## config.mk

```make
export PLATFORM = sky130hd
export DESIGN_NAME = volume_ramp_sequencer
export DESIGN_NICKNAME = d
export VERILOG_FILES = /design/src/rtl/volume_pkg.sv /design/src/rtl/volramp_step_unit.sv /design/src/rtl/volume_ramp_sequencer.sv
export SDC_FILE = /design/constraint.sdc
export NUM_CORES = 1
export LEC_CHECK = 0
export ABC_AREA = 1
export CAP_MARGIN = 20
export CELL_PAD_IN_SITES_DETAIL_PLACEMENT = 1
export CELL_PAD_IN_SITES_GLOBAL_PLACEMENT = 2
export CORE_UTILIZATION = 32
export CTS_CLUSTER_SIZE = 25
export DETAILED_ROUTE_END_ITERATION = 16
export GPL_TIMING_DRIVEN = 0
export HOLD_SLACK_MARGIN = 0.06
export PLACE_DENSITY_LB_ADDON = 0.15
export SYNTH_ARGS = -nofsm -noshare
export SYNTH_HDL_FRONTEND = slang
export SYNTH_SLANG_ARGS = --single-unit
```

## constraint.sdc

```tcl
create_clock -name a_clk -period 9.7 [get_ports a_clk]
set_input_delay 1.94 -clock a_clk [delete_from_list [all_inputs] [get_ports a_clk]]
set_output_delay 1.94 -clock a_clk [all_outputs]
set_load 0.005 [all_outputs]
```

## src/rtl/volume_pkg.sv

```systemverilog
// Shared types and constants for the volume ramp sequencer.
package volume_pkg;

    localparam int unsigned     VOL_W     = 16;
    localparam logic [VOL_W-1:0] VOL_MAX   = 16'h7FFC;
    localparam logic [VOL_W-1:0] Q14_UNITY = 16'h4000;

    typedef enum logic {
        ST_IDLE = 1'b0,
        ST_RAMP = 1'b1
    } vol_state_e;

    // Clamp a signed request into [0, vmax].
    function automatic logic [31:0] clamp_vol(input logic signed [31:0] v,
                                              input logic [31:0]        vmax);
        if (v < 0) begin
            return '0;
        end
        if (v > $signed(vmax)) begin
            return vmax;
        end
        return v;
    endfunction

endpackage

```

## src/rtl/volramp_step_unit.sv

```systemverilog
// Combinational target clamp and one no-overshoot step of the applied volume toward the target.
module volramp_step_unit import volume_pkg::*; #(
    parameter int unsigned  W    = 16,
    parameter logic [W-1:0] VMAX = W'(VOL_MAX)
) (
    input  logic [W-1:0] target_vol,
    input  logic         mute,
    input  logic [W-1:0] cur_vol,
    input  logic [W-1:0] eff_vol,
    input  logic [W-1:0] ramp_step,
    output logic [W-1:0] eff_c,
    output logic [W-1:0] step_vol_c,
    output logic         reach_c
);

    localparam int unsigned XW = W + 1;

    logic signed [31:0] target_sx;
    logic [XW-1:0]      cur_x;
    logic [XW-1:0]      eff_x;
    logic [XW-1:0]      step_x;
    logic [XW-1:0]      diff_x;
    logic [XW-1:0]      move_x;
    logic               up_c;

    assign target_sx = 32'(signed'(target_vol));
    assign eff_c     = mute ? '0 : W'(clamp_vol(target_sx, 32'(VMAX)));

    // One extra bit keeps the magnitude and the moved value free of wrap.
    assign cur_x  = {1'b0, cur_vol};
    assign eff_x  = {1'b0, eff_vol};
    assign step_x = {1'b0, ramp_step};
    assign up_c   = eff_x > cur_x;
    assign diff_x = up_c ? (eff_x - cur_x) : (cur_x - eff_x);

    // A zero step lands on the target rather than stalling the ramp.
    assign reach_c    = (diff_x <= step_x) || (ramp_step == '0);
    assign move_x     = up_c ? (cur_x + step_x) : (cur_x - step_x);
    assign step_vol_c = reach_c ? eff_vol : W'(move_x);

endmodule

```

## src/rtl/volume_ramp_sequencer.sv

```systemverilog
// Ramps the applied volume toward a clamped/muted target at a programmable rate.
// Optional VOLRAMP_ZC_EN holds each due step until a zero crossing of S_AXIS (or a timeout).
module volume_ramp_sequencer #(
    parameter int unsigned                 VAXIS_DATA_WIDTH = 16,
    parameter int unsigned                 AXIS_TDATA_WIDTH = 32,
    parameter int unsigned                 AXIS_DATA_WIDTH  = 16,
    parameter int unsigned                 DIV_WIDTH        = 16,
    parameter logic [VAXIS_DATA_WIDTH-1:0] VOL_MAX          = VAXIS_DATA_WIDTH'(volume_pkg::VOL_MAX),
    parameter logic [VAXIS_DATA_WIDTH-1:0] INIT_VOL         = '0,
    parameter int unsigned                 ZC_TIMEOUT       = 1024
) (
    input  logic                        a_clk,
    input  logic                        a_resetn,
    input  logic [VAXIS_DATA_WIDTH-1:0] target_vol,
    input  logic [VAXIS_DATA_WIDTH-1:0] ramp_step,
    input  logic [DIV_WIDTH-1:0]        ramp_div,
    input  logic                        mute,
    input  logic [AXIS_TDATA_WIDTH-1:0] S_AXIS_tdata,
    input  logic                        S_AXIS_tvalid,
    output logic [VAXIS_DATA_WIDTH-1:0] SV_AXIS_tdata,
    output logic                        SV_AXIS_tvalid,
    output logic                        busy,
    output logic                        settled
);

    import volume_pkg::*;

    localparam int unsigned W = VAXIS_DATA_WIDTH;

    vol_state_e           state_q;
    vol_state_e           state_d;
    logic [W-1:0]         vol_d;
    logic [W-1:0]         eff_q;
    logic [W-1:0]         eff_d_c;
    logic [W-1:0]         step_vol_c;
    logic                 reach_c;
    logic [DIV_WIDTH-1:0] cnt_q;
    logic [DIV_WIDTH-1:0] cnt_d;
    logic                 settled_d;
    logic                 step_due;

    volramp_step_unit #(
        .W    (W),
        .VMAX (VOL_MAX)
    ) u_step (
        .target_vol (target_vol),
        .mute       (mute),
        .cur_vol    (SV_AXIS_tdata),
        .eff_vol    (eff_q),
        .ramp_step  (ramp_step),
        .eff_c      (eff_d_c),
        .step_vol_c (step_vol_c),
        .reach_c    (reach_c)
    );

`ifdef VOLRAMP_ZC_EN
    localparam int unsigned ZW = $clog2(ZC_TIMEOUT + 1);

    logic          sign_q;
    logic          sign_vld_q;
    logic          zc_c;
    logic          pend_q;
    logic          pend_d;
    logic [ZW-1:0] zc_wait_q;
    logic [ZW-1:0] zc_wait_d;
    logic          unused_zc;

    // Sign of the sample's MSB, compared across consecutive valid samples.
    assign zc_c      = S_AXIS_tvalid && sign_vld_q && (S_AXIS_tdata[AXIS_TDATA_WIDTH-1] != sign_q);
    assign unused_zc = ^{S_AXIS_tdata[AXIS_TDATA_WIDTH-2:0], 32'(AXIS_DATA_WIDTH)};

    always_ff @(posedge a_clk or negedge a_resetn) begin
        if (!a_resetn) begin
            sign_q     <= 1'b0;
            sign_vld_q <= 1'b0;
            pend_q     <= 1'b0;
            zc_wait_q  <= '0;
        end else begin
            if (S_AXIS_tvalid) begin
                sign_q     <= S_AXIS_tdata[AXIS_TDATA_WIDTH-1];
                sign_vld_q <= 1'b1;
            end
            pend_q    <= pend_d;
            zc_wait_q <= zc_wait_d;
        end
    end
`else
    logic unused_zc;

    assign unused_zc = ^{S_AXIS_tdata, S_AXIS_tvalid, 32'(ZC_TIMEOUT), 32'(AXIS_DATA_WIDTH)};
`endif

    // Next-state, divider and step decision.
    always_comb begin
        state_d   = state_q;
        vol_d     = SV_AXIS_tdata;
        cnt_d     = cnt_q;
        settled_d = 1'b0;
        step_due  = 1'b0;
`ifdef VOLRAMP_ZC_EN
        pend_d    = pend_q;
        zc_wait_d = zc_wait_q;
`endif
        case (state_q)
            ST_IDLE: begin
                if (eff_q != SV_AXIS_tdata) begin
                    if (ramp_step == '0) begin
                        vol_d     = eff_q;
                        settled_d = 1'b1;
                    end else begin
                        state_d = ST_RAMP;
                        cnt_d   = '0;
                    end
                end
            end
            ST_RAMP: begin
                if (eff_q == SV_AXIS_tdata) begin
                    state_d = ST_IDLE;
`ifdef VOLRAMP_ZC_EN
                    pend_d  = 1'b0;
`endif
                end else begin
`ifdef VOLRAMP_ZC_EN
                    // Divider is frozen while a due step waits for a crossing.
                    if (pend_q) begin
                        if (zc_c || (zc_wait_q == ZW'(ZC_TIMEOUT - 1))) begin
                            step_due = 1'b1;
                        end else begin
                            zc_wait_d = zc_wait_q + ZW'(1);
                        end
                    end else if (cnt_q == ramp_div) begin
                        cnt_d = '0;
                        if (zc_c) begin
                            step_due = 1'b1;
                        end else begin
                            pend_d    = 1'b1;
                            zc_wait_d = '0;
                        end
                    end else begin
                        cnt_d = cnt_q + DIV_WIDTH'(1);
                    end
                    if (step_due) begin
                        pend_d = 1'b0;
                    end
`else
                    if (cnt_q == ramp_div) begin
                        cnt_d    = '0;
                        step_due = 1'b1;
                    end else begin
                        cnt_d = cnt_q + DIV_WIDTH'(1);
                    end
`endif
                    if (step_due) begin
                        vol_d = step_vol_c;
                        if (reach_c) begin
                            settled_d = 1'b1;
                            state_d   = ST_IDLE;
                        end
                    end
                end
            end
            default: state_d = ST_IDLE;
        endcase
    end

    always_ff @(posedge a_clk or negedge a_resetn) begin
        if (!a_resetn) begin
            state_q        <= ST_IDLE;
            SV_AXIS_tdata  <= INIT_VOL;
            SV_AXIS_tvalid <= 1'b0;
            busy           <= 1'b0;
            settled        <= 1'b0;
            eff_q          <= INIT_VOL;
            cnt_q          <= '0;
        end else begin
            state_q        <= state_d;
            SV_AXIS_tdata  <= vol_d;
            SV_AXIS_tvalid <= 1'b1;
            busy           <= (state_d == ST_RAMP);
            settled        <= settled_d;
            eff_q          <= eff_d_c;
            cnt_q          <= cnt_d;
        end
    end

endmodule

```

==> summary.md <==
| Metric | Value |
|---|---|
| Fraction of layout cells with a size suffix above 1 | 7.91% |
| Nets@finish | ~1000 |
| Most used cell, CP | nand3_1 |
| Die ar. | 0.0184 sq mm |
| Number of synthesized register bits | 50 |
| Hpwl dp | 17200 um |
| CP endpoint kind | register |
| Mapped Area | 0.00572 sq mm |
| Post-route setup TNS | 0 ns |
| Die H | 136 um |
| Met1 usage | 30.2% |
| Total power after layout | 0.00223 W |
| # hold bufs at CTS | 0 |
| CP top delay family | simple AND/OR/NAND/NOR gates |
| Critical Path AT | 5.50 ns |
| DRC Markers | 0 |
| Skew final | 0.00683 ns |
| ANT cells | 0 |
| Worst Path Buf+Inv | 3 |
| Critical R2R Capture | SV_AXIS_tdata[2]$_DFFE_PN0P_ |
| Total track usage | 22.4% |
| Reg clk slew, reported paths | 0.07 ns |
| Post-synth EDFFs | 0 |
| TritonCTS clock tree | yes |
| Row count | 48 |
| TritonCTS Buffers | 5 |
| First-pass GRT wire length | 31200 um |
| CP Data Required Time | 9.88 ns |
| Maxcap violations | 0 |
| Setup Slack @ Placement | 4.08 ns |
| Post-Synthesis Cells | 821 |
| Met2 Use GR | a little under two fifths |
| Routed Antenna Nets | 0 |
| Max-slew violations | 0 |
| Hold Violations, Final | 0 |
| Worst skew pair latency | 0.30 ns |
| Number of global-route vias before repair | 5988 |
| Core area | 0.0174 sq mm |
| Worst Tran Pin Value | 0.822 ns |
| Grt total ovfl | 0 |
| RePlAce Congestion | 0.900 |
| PnR worst setup slack | between 4 and 5 ns |
| Average size of a mapped cell | between 6 and 7 sq um |
| Ys async rst share | 100% |
| Power per cell area | ~330 mW/mm^2 |
| Setup violators final | 0 |
| Drt wl/cell | 17.8 um |
| Reg-to-reg setup timing slack | 5.05 ns |
| Synth-to-layout area growth | 20.0% |
| Stages on worst setup path | 17 |
| Initial DRC count | 245 |
| Fillers | between 2000 and 2500 |
| Maximum clock frequency | roughly 190 MHz |
| Worst-case clock buffer depth | 2 |
| Critical-path top delay cell | nor4_1 |
| Total wire length | 19900 um |
| Ys Warns | 0 |
| CP endpoint | SV_AXIS_tdata[14]$_DFFE_PN0P_ |
| DRT Pass-1 Iters | 4 |
| Initial antenna violation count | 0 |
| Via count | 5708 |
| Post-synthesis sequential area ratio | 21.9% |
| Crit share post-route | between 50% and 60% |
| I/O Buffers | 68 |
| Crit-path max FO | 4 |
| CTS root buf | clkbuf_16 |
| Worst setup path startpoint | ramp_step[0] |
| H-tree level count | 2 |
| Worst-path cell chain | clkdlybuf4s50_1, inv_1, nand3_1, nor4_1, nand3_1, nor3_1, a31oi_1, xor2_1, ha_1, inv_1, nor3_1, nand3_1, nand2_1, xnor2_1, nand3_1, nand3_1, nand2_1 |
| Slew margin rel. | 44.7% |
| Worst reg-to-reg path cell count | 35 |
| Netlist cell types | 47 |
| CP Class | primary input to register |
| CTS sink count | 50 |
| Reg2reg start | SV_AXIS_tdata[1]$_DFFE_PN0P_ |
| Post_cts resized | 0 |
| Largest net degree at the start of global routing | 29 |
| IO Count | 103 |
| Net count after synthesis | ~970 |
| Ys flop type | dfrtp_1 |
| Crit-path max cell delay | approximately 0.65 ns |
| Max VDD drop | 0.000144 V |
| Hold Crit Class | register to register |
| CP Launch Type | primary input |
| Routed vias/inst | approximately 5.1 |
| Unrepaired setup endpoints after global routing | no |
| Leak Pwr | 3.40 nW |
| Min Tclk post-route | 5.31 ns |
| Met3 Track Usage GR | 2.02% |
| Die W | 136 um |
| Post-CTS setup buffers | 0 |
| Status | completed |
| Global route hottest layer | met2 |
| Initial core utilization | 32.9% |
[cell families after synthesis]
| kind of cell | Yosys count | synth area share (%) |
|---|---|---|
| simple gates | 350 | 29.6 |
| buf+inv | 153 | 10.7 |
| compound gates | 141 | 13.7 |
| fa+ha+maj | 66 | 14.8 |
| xor+xnor | 58 | 8.89 |
| flops | 50 | 21.9 |
| mux | 2 | 0.350 |
| other cells | 1 | 0.0656 |
[where the power goes]
part	internal (W)	total, W	switching, W
clock network	0.000122	0.000205	0.0000832
logic	0.000631	0.00167	0.00104
registers	0.000266	0.000357	0.0000915
[flip-flops by register name, indices dropped and copies added, names as in the netlist]
signal / count
SV_AXIS_tdata: 16
cnt_q: 16
eff_q: 15
SV_AXIS_tvalid: 1
settled: 1
state_q: 1
[worst min-delay path: stages, from the launching register on]
cell and delay (ns):
dfrtp_1 0.39, inv_1 0.08, a21oi_1 0.06
[synthesized netlist by cell type, types with 5 or more instances]
| master | count | area share (%) |
|---|---|---|
| a21oi_1 | 66 | 5.8 |
| a31oi_1 | 7 | 0.77 |
| buf_2 | 8 | 0.70 |
| dfrtp_1 | 50 | 22 |
| ha_1 | 63 | 14 |
| inv_1 | 130 | 8.5 |
| inv_2 | 6 | 0.39 |
| nand2_1 | 155 | 10 |
| nand2_2 | 8 | 0.88 |
| nand3_1 | 39 | 3.4 |
| nand3_2 | 21 | 3.7 |
| nand4_1 | 28 | 3.1 |
| nor2_1 | 69 | 4.5 |
| nor3_1 | 14 | 1.2 |
| o211ai_1 | 5 | 0.66 |
| o21ai_0 | 37 | 3.2 |
| o21ai_1 | 8 | 0.70 |
| xnor2_1 | 25 | 3.8 |
| xor2_1 | 33 | 5.1 |
[layer usage]
layer | vias up | share of wire (%)
met2 | 91 | 47
met5 | - | 0
li1 | 2847 | -
met3 | 18 | 3.1
met1 | 2752 | 48
met4 | 0 | 1.5
[through the flow]
step | instances | cell area (sq um) | hold slack, ns | util [%]
floorplan | 821 | 5720 | 0.505 | -
global placement | 1114 | 6680 | 0.550 | 38.5
detailed placement | 1115 | 6690 | 0.559 | 38.6
CTS | 1123 | 6860 | 0.570 | 39.5
global route | 1123 | 6860 | 0.595 | 39.5
finish | 1123 | 6860 | 0.566 | 39.5
[worst min path at each step]
stage / start / endpoint / slack (ns) / cells after the start
after floorplan: eff_q[10]$_DFF_PN0_ / SV_AXIS_tdata[10]$_DFFE_PN0P_ / 0.50 / 2
final: cnt_q[9]$_DFFE_PN0P_ / cnt_q[9]$_DFFE_PN0P_ / 0.57 / 2
after global placement: cnt_q[9]$_DFFE_PN0P_ / cnt_q[9]$_DFFE_PN0P_ / 0.55 / 2
after detailed placement: cnt_q[9]$_DFFE_PN0P_ / cnt_q[9]$_DFFE_PN0P_ / 0.56 / 2
after CTS: cnt_q[9]$_DFFE_PN0P_ / cnt_q[9]$_DFFE_PN0P_ / 0.57 / 2
after global routing: cnt_q[9]$_DFFE_PN0P_ / cnt_q[9]$_DFFE_PN0P_ / 0.60 / 2
[area by class of cell]
type	count	area, sq um	share of cell area, %
buffer	14	85.1	1.24
clock buffer	6	129	1.88
clock inverter	2	37.5	0.547
inverter	139	524	7.64
multi-input combinational	618	3850	56.2
sequential	50	1250	18.2
tap	225	282	4.10
timing repair buffer	69	696	10.1
[cells in the final DEF (no fill, tap or decap), types with 4 or more instances in the layout]
| cell | instances |
|---|---|
| clkdlybuf4s50_1 | 67 |
| nor3_1 | 14 |
| nand2_2 | 8 |
| o21ai_1 | 8 |
| nand4_1 | 28 |
| inv_2 | 6 |
| buf_2 | 9 |
| a21oi_1 | 66 |
| clkbuf_1 | 4 |
| inv_1 | 130 |
| a31oi_1 | 7 |
| dfrtp_1 | 50 |
| o21ai_0 | 37 |
| clkbuf_16 | 5 |
| nand2_1 | 155 |
| o211ai_1 | 5 |
| ha_1 | 63 |
| nand3_1 | 39 |
| nand3_2 | 21 |
| nor2_1 | 69 |
| xnor2_1 | 25 |
| xor2_1 | 33 |
(Power assumes the default switching activity.)
